===== config.mk =====
export PLATFORM = sky130hd
export DESIGN_NAME = input_conditioner
export DESIGN_NICKNAME = d
export VERILOG_FILES = /design/src/rtl/input_conditioner_pkg.sv /design/src/rtl/input_conditioner_debounce_channel.sv /design/src/rtl/input_conditioner.sv
export SDC_FILE = /design/constraint.sdc
export NUM_CORES = 1
export LEC_CHECK = 0
export ABC_AREA = 1
export CAP_MARGIN = 20
export CELL_PAD_IN_SITES_DETAIL_PLACEMENT = 1
export CELL_PAD_IN_SITES_GLOBAL_PLACEMENT = 1
export CORE_MARGIN = 4
export CORE_UTILIZATION = 39
export CTS_CLUSTER_SIZE = 12
export DETAILED_ROUTE_END_ITERATION = 10
export MAX_ROUTING_LAYER = met4
export PLACE_DENSITY = 0.88
export SLEW_MARGIN = 25
export SYNTH_ARGS = -nofsm -noshare
export SYNTH_HDL_FRONTEND = slang
export SYNTH_SLANG_ARGS = --single-unit

===== constraint.sdc =====
create_clock -name clk -period 2 [get_ports clk]
set_clock_uncertainty 0.2 [all_clocks]
set_input_delay 0.4 -clock clk [delete_from_list [all_inputs] [get_ports clk]]
set_output_delay 0.4 -clock clk [all_outputs]
set_load 0.01 [all_outputs]

===== src/rtl/input_conditioner_pkg.sv =====
// Shared lab constants for the input conditioning stage.
// Imported by the conditioner top and its per-channel debouncer.
package input_conditioner_pkg;

  localparam int DEBOUNCE_CYCLES_SIM = 4;

endpackage


===== src/rtl/input_conditioner_debounce_channel.sv =====
// One input channel: two-flop synchronizer, debounce counter,
// and registered level / rise / fall / toggle outputs.
module debounce_channel
  import input_conditioner_pkg::*;
#(
  parameter int DEBOUNCE_CYCLES = DEBOUNCE_CYCLES_SIM
) (
  input  logic clk,
  input  logic reset,
  input  logic raw,
  output logic level,
  output logic rise,
  output logic fall,
  output logic toggle
);

  localparam int CNT_W = $clog2(DEBOUNCE_CYCLES + 1);
  localparam logic [CNT_W-1:0] TERM = CNT_W'(DEBOUNCE_CYCLES - 1);

  logic             sync1_q;
  logic             sync2_q;
  logic [CNT_W-1:0] cnt_q;
  logic [CNT_W-1:0] cnt_d;
  logic             level_q;
  logic             level_d;
  logic             rise_q;
  logic             rise_d;
  logic             fall_q;
  logic             fall_d;
  logic             toggle_q;
  logic             toggle_d;

  always_comb begin
    cnt_d    = '0;
    level_d  = level_q;
    rise_d   = 1'b0;
    fall_d   = 1'b0;
    toggle_d = toggle_q;
    if (sync2_q != level_q) begin
      // Terminal count: the differing value has held long enough.
      if (cnt_q == TERM) begin
        level_d  = sync2_q;
        rise_d   = sync2_q;
        fall_d   = ~sync2_q;
        toggle_d = toggle_q ^ sync2_q;
      end else begin
        cnt_d = cnt_q + 1'b1;
      end
    end
  end

  always_ff @(posedge clk) begin
    if (reset) begin
      sync1_q  <= 1'b0;
      sync2_q  <= 1'b0;
      cnt_q    <= '0;
      level_q  <= 1'b0;
      rise_q   <= 1'b0;
      fall_q   <= 1'b0;
      toggle_q <= 1'b0;
    end else begin
      sync1_q  <= raw;
      sync2_q  <= sync1_q;
      cnt_q    <= cnt_d;
      level_q  <= level_d;
      rise_q   <= rise_d;
      fall_q   <= fall_d;
      toggle_q <= toggle_d;
    end
  end

  assign level  = level_q;
  assign rise   = rise_q;
  assign fall   = fall_q;
  assign toggle = toggle_q;

endmodule


===== src/rtl/input_conditioner.sv =====
// Conditions N raw asynchronous inputs into clean, clk-synchronous
// levels, edge pulses and press-toggled levels.
module input_conditioner
  import input_conditioner_pkg::*;
#(
  parameter int N               = 2,
  parameter int DEBOUNCE_CYCLES = DEBOUNCE_CYCLES_SIM
) (
  input  logic         clk,
  input  logic         reset,
  input  logic [N-1:0] raw_in,
  output logic [N-1:0] level,
  output logic [N-1:0] rise,
  output logic [N-1:0] fall,
  output logic [N-1:0] toggle
);

  for (genvar i = 0; i < N; i++) begin : g_ch
    debounce_channel #(
      .DEBOUNCE_CYCLES(DEBOUNCE_CYCLES)
    ) u_ch (
      .clk   (clk),
      .reset (reset),
      .raw   (raw_in[i]),
      .level (level[i]),
      .rise  (rise[i]),
      .fall  (fall[i]),
      .toggle(toggle[i])
    );
  end

endmodule

# Word-level counts from Yosys, hierarchy flattened
# Index checks and enable logic that the tools add are counted.
dict set report totals {
  mem_bits_ro 0
  elab_cells 34
  out_inout_bits 8
  latch_bits 0
  regBits 18
  n_memories 0
  ramBits 0
  input_bits 4
}
dict set report classes {
  shifts 0
  add_sub_neg 2
  div 0
  n_mux 0
  magnitude_cmp 0
  multipliers 0
  n_reduce_logical 6
  bitwise_logic 8
  eq_ne 4
}
# op n
set ops {}
lappend ops {{OR reduction 3 bit} 4}
lappend ops {{adder 3 x 1 -> 3 bit, second input constant} 2}
lappend ops {{== test 3 x 2 -> 1 bit, second input constant} 2}
lappend ops {{NOT 1 bit} 6}
lappend ops {{AND reduction 2 bit} 2}
lappend ops {{inequality test 1 bit} 2}
lappend ops {{bitwise XOR 1 bit} 2}

# Depth between registers and ports, before layout
# Gate-level depths: netlist of the first run.
dict set report depth {
  word_depth 3
  ltp_mapped 6
  depth_no_buf 6
}

# Modules after synthesis
# A second synthesis of the first run with hierarchy kept.
dict set report hier_totals {
  hier_cells 78
  area_unflattened_um2 650.6
}
# module area_each_um2 instances seq_area_each_um2 cells_each
set by_module_without_submodules {}
lappend by_module_without_submodules {debounce_channel 325.3 2 180.2 39}

# Least setup slack after synthesis of the first run
# Ideal clock, no wire load.
dict set report synth_timing {
  path_type {register -> register}
  start {reg g_ch[0].u_ch.cnt_q[0]}
  end {reg g_ch[0].u_ch.toggle_q}
  setup_ns 0.113
  synth_period_minus_slack_ns 1.254
  path_stages_with_launch 7
  path_slack_ns 0.746
  t_arrival_ns 0.942
  n_path_buf 0
  required_ns 1.687
  path_cell_list {dfxtp_1 ha_1 ha_1 nand2_1 nor2_1 nor2_1 nor2_1}
}
dict set report synth_via {
  elab_chain_len 2
}
# item line_no
set synth_lines {}
lappend synth_lines {{start: declaration} input_conditioner_debounce_channel.sv:22} ;# logic [CNT_W-1:0] cnt_q;
lappend synth_lines {{start signal: assignment} input_conditioner_debounce_channel.sv:64} ;# cnt_q <= cnt_d;
lappend synth_lines {{== test 3 x 2 -> 1 bit} input_conditioner_debounce_channel.sv:41} ;# if (cnt_q == TERM) begin
lappend synth_lines {{AND reduction 2 bit (no line)} --}
lappend synth_lines {{end signal: assignment} input_conditioner_debounce_channel.sv:68} ;# toggle_q <= toggle_d;
lappend synth_lines {{end: declaration} input_conditioner_debounce_channel.sv:30} ;# logic toggle_q;
# Every way passes these cells.
# A chain may end at the register's enable or synchronous reset.

# Worst setup path after layout of the first run
dict set report layout_timing {
  start {reg g_ch[0].u_ch.level_q}
  end {out level[0]}
}
# item line_no
set layout_lines {}
lappend layout_lines {{start: declaration} input_conditioner_debounce_channel.sv:24} ;# logic level_q;
lappend layout_lines {{start signal: assignment} input_conditioner_debounce_channel.sv:65} ;# level_q <= level_d;
lappend layout_lines {{end: declaration} input_conditioner.sv:12} ;# output logic [N-1:0] level,
# No word-level cell between the ends.

==> results.md, run 1 <==
- Syn Std Cell Area: roughly 700 sq um
- Least-Margin Pin Slew: 0.350 ns
- Clk pin slew, worst setup/hold paths: ~0.10 ns
- Vias per cell: about 4.5
- Syn. warnings: 0
- First-pass GRT wire length: about 2000 um
- CP Class: reg2out
- Post-CTS Setup Inserts: 0
- Status: completed
- Final Hold Viols: 0
- Crit-path max FO: 7
- Initial antenna violation count: 0
- Inserted Diodes: 0
- DP HPWL: 944 um
- CP Data Required Time: 1.40 ns
- Nets: roughly 100
- Avg Cell Area, Syn: around 8.6 sq um
- WL per Instance: about 10 um
- Skew-Pair Late Insertion Delay: ~0.30 ns
- Worst VDD drop: 0.000401 V
- Syn Inst Count: 84
- Total Routing Usage GR: 0.115
- Critical path buffers and inverters: 1
- Post-route clock period utilization: 0.969
- Post-Synth Adder-Cell Area: 0.0694
- Count of antenna-violating nets left after detailed routing: 0
- Synth cell types: 14
- Max-slew violation count: 0
- Xor/xnor share of the synthesized area: 0
- Gr ovfl total: 0
- Seq cells post-synth: 18
- Setup TNS: 0 ns
- P_leak: 0.351 nW
- Post-synth net total: slightly above 90
- Final setup viols: 0
- Leading cell type in the layout, fill and taps excluded: dfxtp_1
- TritonCTS Buffers: 3
- Most frequent cells in the layout: 17 x dfxtp_1, 16 x nor2_1, 14 x inv_1
- Largest net degree at the start of global routing: 11
- Sequential share of the synthesized area: 0.500
- Crit path capture type: primary output
- Mux share of post-synthesis cell area: 0
- Placer congestion estimate: between 0.7 and 0.8
- Largest family of logic cells by synthesized area: simple AND/OR/NAND/NOR gates
- Initial Util: 0.413
- DIE HEIGHT: 51.0 um
- Root Buffer: clkbuf_4
- CTS tree: built
- # DRC: 0
- # H-tree levels: 1
- Slew headroom: 0.766
- Core Util, Final: 0.475
- # IOs: 12
- Post-synthesis compound-gate area fraction: 0.0139
- Initial DRC count: 2
- Port bufs: 11
- Fraction of layout cells with a size suffix above 1: 0.133
- Vias in the first global route: about 460
- Post-Route WL: approximately 1200 um
- Min Tclk post-route: 1.94 ns
- Worst-case clock buffer depth: 2
- RSZ-0062 raised after global routing: no
- Critical Path AT: 1.34 ns
- Clock sink count: 18
- Slowest cell delay on critical path: 0.59 ns
- Pwr dens: ~740 nW/um^2
- # rows: 15
- DIE AREA: approximately 2600 sq um
- Hold Path Class: reg2reg
- Vias: 518
- CP Cell Sequence: clkdlybuf4s50_1
- Max Freq: a little over 500 MHz
- Startpoint type of the worst setup path: flop
- Delay-heaviest family, CP: buffers and inverters
- Die Width: between 50 and 60 um
- Initial DRT Pass Iterations: 4
- Max-capacitance violation count: 0
- Slowest library cell on the worst path: clkdlybuf4s50_1
- Synth Area in Simple Gates: 0.226
- Core Region: 1750 sq um
- P&R area growth vs syn: 14.9%
==> power by group <==
| part | internal, mW | leakage [nW] | switching (mW) |
|---|---|---|---|
| Sequential | 0.363 | 0.146 | 0.00283 |
| Combinational | 0.00971 | 0.183 | 0.0112 |
| Clock | 0.111 | 0.0210 | 0.112 |
| Total | 0.484 | 0.351 | 0.126 |
==> cell usage after synthesis <==
| master | instances | share of area |
|---|---|---|
| nand2_1 | 8 | 0.042 |
| ha_1 | 4 | 0.069 |
| buf_6 | 1 | 0.016 |
| inv_1 | 14 | 0.073 |
| buf_4 | 8 | 0.083 |
| nand2_2 | 2 | 0.017 |
| inv_4 | 1 | 0.0087 |
| dfxtp_1 | 18 | 0.50 |
| nand4_1 | 4 | 0.035 |
| inv_2 | 2 | 0.010 |
| nor2_1 | 16 | 0.083 |
| a21oi_1 | 2 | 0.014 |
| nor3_1 | 2 | 0.014 |
| nand4_2 | 2 | 0.035 |
==> stage by stage <==
stage	cells	power [mW]	setup slack [ns]	hold WS, ns	area [sq um]
6_report	115	0.610	0.0614	0.210	828
3_3_place_gp	111	0.394	0.361	0.192	791
4_1_cts	115	0.620	0.0304	0.214	827
5_1_grt	115	0.645	0.00600	0.239	828
2_1_floorplan	84	0.388	0.746	0.188	721
3_5_place_dp	111	0.396	0.293	0.199	791
==> routing by layer <==
| layer | up-vias | wire length, um | global-route usage |
|---|---|---|---|
| met1 | 239 | 482 | 0.110 |
| met5 | - | 0 | - |
| met4 | 0 | 54 | 0.121 |
| met3 | 4 | 73 | 0.0437 |
| li1 | 260 | - | - |
| met2 | 15 | 589 | 0.170 |
==> kinds of logic after synthesis <==
kind of cell | Yosys count
DFF | 18
buffers and inverters | 26
AOI/OAI and AO/OA | 2
and+or+nand+nor | 34
adders and majority gates | 4
==> layout make-up <==
class,instances,area (sq um)
tap,25,31.3
sequential,18,362
clock buffer,4,36.3
timing repair buffer,11,110
multi-input combinational,40,223
fill,221,917
inverter,17,66.3
==> repair_timing <==
action	4_1_cts	5_1_grt
hold endpoints to repair	0	0
hold buffers	0	0
gates resized for setup	0	1
endpoints found under the setup margin	0	1
==> tightest hold or removal path, delay by kind of cell (launching register included) <==
| family | cells | cell delay, ns |
|---|---|---|
| DFF | 1 | 0.31 |
| and+or+nand+nor | 1 | 0.03 |
| buffers and inverters | 1 | 0.04 |
==> path summary, 6_finish.rpt <==
path,start,endpoint,slack [ns],cells past startpoint
setup reg to reg,g_ch[0].u_ch.cnt_q[0]$_SDFF_PP0_,g_ch[0].u_ch.toggle$_SDFFE_PP0P_,0.63,6
hold / removal,g_ch[1].u_ch.sync1_q$_SDFF_PP0_,g_ch[1].u_ch.sync2_q$_SDFF_PP0_,0.21,2
setup / recovery,g_ch[0].u_ch.level$_SDFFE_PP0P_,level[0],0.06,1
hold reg to reg,g_ch[1].u_ch.sync1_q$_SDFF_PP0_,g_ch[1].u_ch.sync2_q$_SDFF_PP0_,0.21,2
==> state kept, by name (all words and copies together) (netlist names) <==
register and flops:
g_ch.u_ch.sync2_q 2, g_ch.u_ch.level 2, g_ch.u_ch.toggle 2, g_ch.u_ch.sync1_q 2, g_ch.u_ch.rise 2, g_ch.u_ch.cnt_q 6
g_ch.u_ch.fall 2
Power figures use the tool's default switching activity.
==> run 2, diff against run 1 <==
Settings changed: ABC_AREA 1 to default, CORE_UTILIZATION 39 to 43, PLACE_DENSITY 0.88 to 0.9.
==> results.md, run 2 <==
- Dpl ws: 0.236 ns (-0.0573 ns)
- Least-Margin Pin Slew: 0.341 ns (-0.00910 ns)
- Post-CTS Setup Inserts: 0 (unchanged)
- Placed Area: 805 sq um (+1.7%)
- Pwr dens: 726 nW/um^2 (-1.4%)
- CP Cell Sequence: clkdlybuf4s50_1
- DIE AREA: 2480 sq um (-4.8%)
- Post-synth top cells: 18 x dfxtp_1, 8 x buf_4, 5 x nor2b_1
- Die Width: 49.8 um (-2.4%)
- Max reg flops: 6 (unchanged)
- Skew-Pair Late Insertion Delay: 0.29 ns (about the same)
- Initial DRT Pass Iterations: 5 (+1)
- DIE HEIGHT: 49.8 um (-2.4%)
- Nets: 77 (-22%)
- Leading cell type in the layout, fill and taps excluded: dfxtp_1
- # rows: 14 (-1)
- Delay-heaviest family, CP: buffers and inverters
- Placer congestion estimate: 0.676 (-11%)
- Cell type with the largest total area after synthesis: dfxtp_1
- CTS-repair resized insts: 0 (unchanged)
- Avg Cell Area, Syn: 12.1 sq um (+41%)
- Post-route clock period utilization: 0.956 (-0.0130)
- Slowest cell delay on critical path: 0.59 ns (about the same)
- Syn Inst Count: 62 (-26%)
- Core Region: 1580 sq um (-9.7%)
- Gr ovfl total: 0 (unchanged)
- # hold bufs at CTS: 0 (unchanged)
- Slew headroom: 0.771 (+0.00516)
- Max Freq: 523 MHz (+1.4%)
- Most flops, register: g_ch.u_ch.cnt_q
- Largest net degree at the start of global routing: 20 (+9)
- Initial DRC count: 2 (unchanged)
- P_leak: 0.320 nW (-8.8%)
- # IOs: 12 (unchanged)
- Worst hold-check slack: 0.236 ns (+0.0265 ns)
- # DRC: 0 (unchanged)
- Worst setup margin: 0.0873 ns (+0.0259 ns)
- Share of synthesized registers carrying an async set or reset: 0 (unchanged)
- Inserted Diodes: 0 (unchanged)
- Crit-path max FO: 6 (-1)
- Status: completed
- CP Data Required Time: 1.40 ns (about the same)
- Clock sink count: 18 (unchanged)
- WL per Instance: 13.4 um (+29%)
- Crit path capture type: primary output
- Max-slew violation count: 0 (unchanged)
- DP HPWL: 799 um (-15%)
- Post-Route WL: 1130 um (-6.0%)
- # H-tree levels: 1 (unchanged)
- First-pass GRT wire length: 2040 um (+3.1%)
- Most frequent cells in the layout: 18 x dfxtp_1, 11 x clkdlybuf4s50_1, 5 x nor2b_1
- Post-synth net total: 70 (-24%)
- Sequential share of the synthesized area: 0.481 (-0.0192)
- Total Routing Usage GR: 0.117 (+0.00247)
- Clk pin slew, worst setup/hold paths: 0.10 ns (about the same)
- Initial antenna violation count: 0 (unchanged)
- Vias per cell: 5.12 (+14%)
- Initial Util: 0.475 (+0.0625)
- Port bufs: 11 (unchanged)
- Final instance area: 841 sq um (+1.5%)
- Setup TNS: 0 ns (unchanged)
- Top cells by area, synth: dfxtp_1 48%, buf_4 8.0%, and4bb_2 6.7%
- Seq cells post-synth: 18 (unchanged)
- Main synth FF type: dfxtp_1
- Hold Path Class: reg2reg
- Top cell type's share of synthesized area: 0.481 (-0.0192)
- Syn Std Cell Area: 749 sq um (+4.0%)
- Worst-case clock buffer depth: 2 (unchanged)
- Vias: 430 (-17%)
- Final setup viols: 0 (unchanged)
- Root Buffer: clkbuf_4
- Worst VDD drop: 0.000430 V (+7.2%)
- Fraction of layout cells with a size suffix above 1: 0.221 (+0.0873)
- Critical Path AT: 1.31 ns (-0.03 ns)
- Synth cell types: 15 (+1)
- Final Hold Viols: 0 (unchanged)
- Most common cell in the netlist: dfxtp_1
- CTS tree: built
- Critical path buffers and inverters: 1 (unchanged)
- CP Class: reg2out
- Syn. warnings: 0 (unchanged)
- Count of antenna-violating nets left after detailed routing: 0 (unchanged)
- TritonCTS Buffers: 3 (unchanged)
- RSZ-0062 raised after global routing: no
- Min Tclk post-route: 1.91 ns (-0.0259 ns)
- Slowest library cell on the worst path: clkdlybuf4s50_1
- Post-synth EDFFs: 0 (unchanged)
- Max-capacitance violation count: 0 (unchanged)
- P&R area growth vs syn: 12.2%
- Startpoint type of the worst setup path: flop
- Vias in the first global route: 452 (-0.66%)
run 2: cell types whose count changed after synthesis, moves of 4 or more:
| cell | change |
|---|---|
| nor2_1 | -12 |
| nor4_1 | +4 |
| nand4_1 | -4 |
| and4bb_2 | +4 |
| inv_1 | -12 |
| nand2_1 | -8 |
| nor2b_1 | +5 |
run 2: through the flow:
step                 util  instances  power, mW
finish              0.533         84      0.611
global route        0.533         84      0.640
CTS                 0.533         84      0.620
detailed placement  0.510         80      0.398
global placement    0.510         80      0.396
floorplan               -         62      0.391
run 2: logic make-up after synthesis:
family	Yosys count	share of synthesized area
adder cells (fa/ha/maj)	4	0.0668
flip-flops	18	0.481
XOR/XNOR	2	0.0234
multiplexers	4	0.0668
AND/OR/NAND/NOR	22	0.242
buffers and inverters	12	0.120
run 2: worst paths after layout:
kind | start | to | slack (ns) | depth (start not counted)
max | g_ch[0].u_ch.level$_SDFFE_PP0P_ | level[0] | 0.09 | 1
min | g_ch[0].u_ch.cnt_q[0]$_SDFF_PP0_ | g_ch[0].u_ch.cnt_q[0]$_SDFF_PP0_ | 0.24 | 1
max reg2reg | g_ch[0].u_ch.cnt_q[0]$_SDFF_PP0_ | g_ch[0].u_ch.toggle$_SDFFE_PP0P_ | 0.45 | 4
min reg2reg | g_ch[0].u_ch.cnt_q[0]$_SDFF_PP0_ | g_ch[0].u_ch.cnt_q[0]$_SDFF_PP0_ | 0.24 | 1
run 2: final cells by class:
cell class / instances / area, sq um
clock buffer: 4 / 36.3
fill: 171 / 736
inverter: 2 / 7.51
multi-input combinational: 32 / 299
sequential: 18 / 360
tap: 16 / 20.0
timing repair buffer: 12 / 118
run 2: routing by layer:
| metal | global-route usage | wire length [um] | part of all wire |
|---|---|---|---|
| met1 | 0.120 | 506 | 0.45 |
| met2 | 0.181 | 544 | 0.48 |
| met3 | 0.0572 | 57 | 0.051 |
| met4 | 0.0691 | 19 | 0.017 |
| met5 | - | 0 | 0 |
run 2: power breakdown:
group	leakage (nW)	switching [mW]	internal (mW)
registers	0.146	0.00347	0.363
clock network	0.0210	0.111	0.111
logic	0.153	0.00963	0.0124
==> run 3, diff against run 2 <==
Settings changed: CORE_UTILIZATION 43 to 41, PLACE_DENSITY 0.9 to 0.88, SYNTH_HIERARCHICAL from default to 1.
==> results.md, run 3 <==
- Count of antenna-violating nets left after detailed routing: 0 (unchanged)
- Share of synthesized registers carrying an async set or reset: 0 (unchanged)
- Min Tclk post-route: 1.90 ns (-0.00950 ns)
- # DRC: 0 (unchanged)
- Max reg flops: 6 (unchanged)
- Vias: 431 (+0.23%)
- Delay-heaviest family, CP: buffers and inverters
- Synth cell types: 13 (-2)
- R2R Setup Slk: 0.46 ns (about the same)
- Most common cell in the netlist: dfxtp_1
- Syn. warnings: 6 (+6)
- P&R area growth vs syn: 25.6%
- Top cell type's share of synthesized area: 0.533 (+0.0525)
- Max Freq: 525 MHz (+0.50%)
- First-pass GRT wire length: 2000 um (-1.7%)
- Initial antenna violation count: 0 (unchanged)
- Initial DRC count: 5 (+3)
- CP Cell Sequence: clkdlybuf4s50_1
- Critical path buffers and inverters: 1 (unchanged)
- Sequential share of the synthesized area: 0.533 (+0.0525)
- Syn Std Cell Area: 676 sq um (-9.8%)
- Avg Cell Area, Syn: 12.5 sq um (+3.5%)
- Seq cells post-synth: 18 (unchanged)
- Max-capacitance violation count: 0 (unchanged)
- Least-Margin Pin Slew: 0.301 ns (-0.0402 ns)
- CP Data Required Time: 1.40 ns (about the same)
- Main synth FF type: dfxtp_1
- Crit-path max FO: 6 (unchanged)
- Die Width: 48.6 um (-2.3%)
- Inserted Diodes: 0 (unchanged)
- Worst Setup EP: level[0]
- Final setup viols: 0 (unchanged)
- Post-route clock period utilization: 0.952 (-0.00475)
- RSZ-0062 raised after global routing: no
- Root Buffer: clkbuf_4
- Slowest cell delay on critical path: 0.57 ns (-0.02 ns)
- WL per Instance: 13.2 um (-1.3%)
- P_leak: 0.333 nW (+4.0%)
- Pwr dens: 725 nW/um^2 (-0.17%)
- R2r endpoint: g_ch[1].u_ch/toggle$_SDFFE_PP0P_
- Post-synth EDFFs: 0 (unchanged)
- Final instance area: 848 sq um (+0.89%)
- Clk pin slew, worst setup/hold paths: 0.10 ns (about the same)
- Placed Area: 811 sq um (+0.78%)
- Max-slew violation count: 0 (unchanged)
- Vias in the first global route: 435 (-3.8%)
- Initial DRT Pass Iterations: 2 (-3)
- Most flops, register: g_ch.u_ch/cnt_q
- Core Region: 1520 sq um (-3.3%)
- Worst setup path start: g_ch[0].u_ch/level$_SDFFE_PP0P_
- Initial Util: 0.443 (-0.0320)
- Status: completed
- Clock sink count: 18 (unchanged)
- CP Class: reg2out
- Total Routing Usage GR: 0.113 (-0.00460)
- Crit path capture type: primary output
- Port bufs: 11 (unchanged)
- DP HPWL: 836 um (+4.6%)
- Slew headroom: 0.798 (+0.0270)
- Startpoint type of the worst setup path: flop
- Worst-case clock buffer depth: 2 (unchanged)
- Setup TNS: 0 ns (unchanged)
- Reg2reg start: g_ch[1].u_ch/cnt_q[0]$_SDFF_PP0_
- Top cells by area, synth: dfxtp_1 53%, and4bb_1 7.4%, ha_1 7.4%
- Post-Route WL: 1130 um (about the same)
- Gr ovfl total: 0 (unchanged)
- # rows: 14 (unchanged)
- Slowest library cell on the worst path: clkdlybuf4s50_1
- Placer congestion estimate: 0.621 (-8.2%)
- Leading cell type in the layout, fill and taps excluded: dfxtp_1
- TritonCTS Buffers: 3 (unchanged)
- Syn Inst Count: 54 (-13%)
- # H-tree levels: 1 (unchanged)
- Cell type with the largest total area after synthesis: dfxtp_1
- Post-synth top cells: 18 x dfxtp_1, 6 x nor2b_1
- # IOs: 12 (unchanged)
- Post-synth net total: 62 (-11%)
- Nets: 78 (+1.3%)
- Fraction of layout cells with a size suffix above 1: 0.188 (-0.0322)
- Most frequent cells in the layout: 17 x dfxtp_1, 11 x clkdlybuf4s50_1, 6 x nor2b_1
- Post-CTS Setup Inserts: 0 (unchanged)
- Skew-Pair Late Insertion Delay: 0.30 ns (about the same)
- Vias per cell: 5.07 (-0.95%)
- DIE AREA: 2360 sq um (-4.6%)
- Final Hold Viols: 0 (unchanged)
- Worst path depth: 1 (unchanged)
- Hold Path Class: reg2reg
- Critical Path AT: 1.30 ns (about the same)
- DIE HEIGHT: 48.6 um (-2.3%)
- FF-to-FF path depth: 4 (unchanged)
- Largest net degree at the start of global routing: 12 (-40%)
- CTS tree: built
- Worst VDD drop: 0.000383 V (-11%)
## run 3: kinds of logic (layout without fill, tap and decap cells)
family,after synthesis,after routing,synth area share
flip-flops,18,18,0.533
adder cells (fa/ha/maj),4,4,0.0741
XOR/XNOR,2,2,0.0259
AND/OR/NAND/NOR,22,22,0.267
buffers and inverters,4,19,0.0259
multiplexers,4,4,0.0741
## run 3: what timing repair did
action                     in CTS  in global routing
hold buffers                    0                  0
hold endpoints to repair        0                  0
gates resized for setup         0                  1
setup endpoints to repair       0                  1
## run 3: how the worst min path moves through the flow
stage | from | end | cells past startpoint
4_1_cts | g_ch[0].u_ch/cnt_q[0]$_SDFF_PP0_ | g_ch[0].u_ch/cnt_q[0]$_SDFF_PP0_ | 1
6_report | g_ch[0].u_ch/cnt_q[0]$_SDFF_PP0_ | g_ch[0].u_ch/cnt_q[0]$_SDFF_PP0_ | 1
3_5_place_dp | g_ch[0].u_ch/cnt_q[0]$_SDFF_PP0_ | g_ch[0].u_ch/cnt_q[0]$_SDFF_PP0_ | 1
5_1_grt | g_ch[0].u_ch/cnt_q[0]$_SDFF_PP0_ | g_ch[0].u_ch/cnt_q[0]$_SDFF_PP0_ | 1
2_1_floorplan | g_ch[0].u_ch/cnt_q[0]$_SDFF_PP0_ | g_ch[0].u_ch/cnt_q[0]$_SDFF_PP0_ | 1
3_3_place_gp | g_ch[1].u_ch/cnt_q[0]$_SDFF_PP0_ | g_ch[1].u_ch/cnt_q[0]$_SDFF_PP0_ | 1
## run 3: area by class of cell
class / count / area (sq um)
Sequential cell: 18 / 362
Clock buffer: 4 / 36.3
Timing Repair Buffer: 13 / 125
Fill cell: 161 / 676
Tap cell: 16 / 20.0
Multi-Input combinational cell: 32 / 298
Inverter: 2 / 7.51
## run 3: routing by layer
| metal | wire length [um] | track usage | up-vias |
|---|---|---|---|
| met1 | 509 | 0.125 | 196 |
| met5 | 0 | - | - |
| li1 | - | - | 220 |
| met4 | 33 | 0.0807 | 0 |
| met2 | 536 | 0.174 | 11 |
| met3 | 48 | 0.0276 | 4 |
## run 3: through the flow
stage	hold WS [ns]	power [mW]	worst slack, ns	instances	utilization
finish	0.233	0.615	0.0968	85	0.557
global route	0.263	0.642	0.0309	85	0.557
CTS	0.239	0.622	0.0405	85	0.556
detailed placement	0.224	0.399	0.230	81	0.532
global placement	0.214	0.397	0.278	81	0.532
floorplan	0.208	0.388	0.550	54	-
## run 3: report_power, final
part	internal, mW	switching (mW)
sequential	0.363	0.00361
combinational	0.0135	0.00964
clock	0.111	0.114
total	0.488	0.127
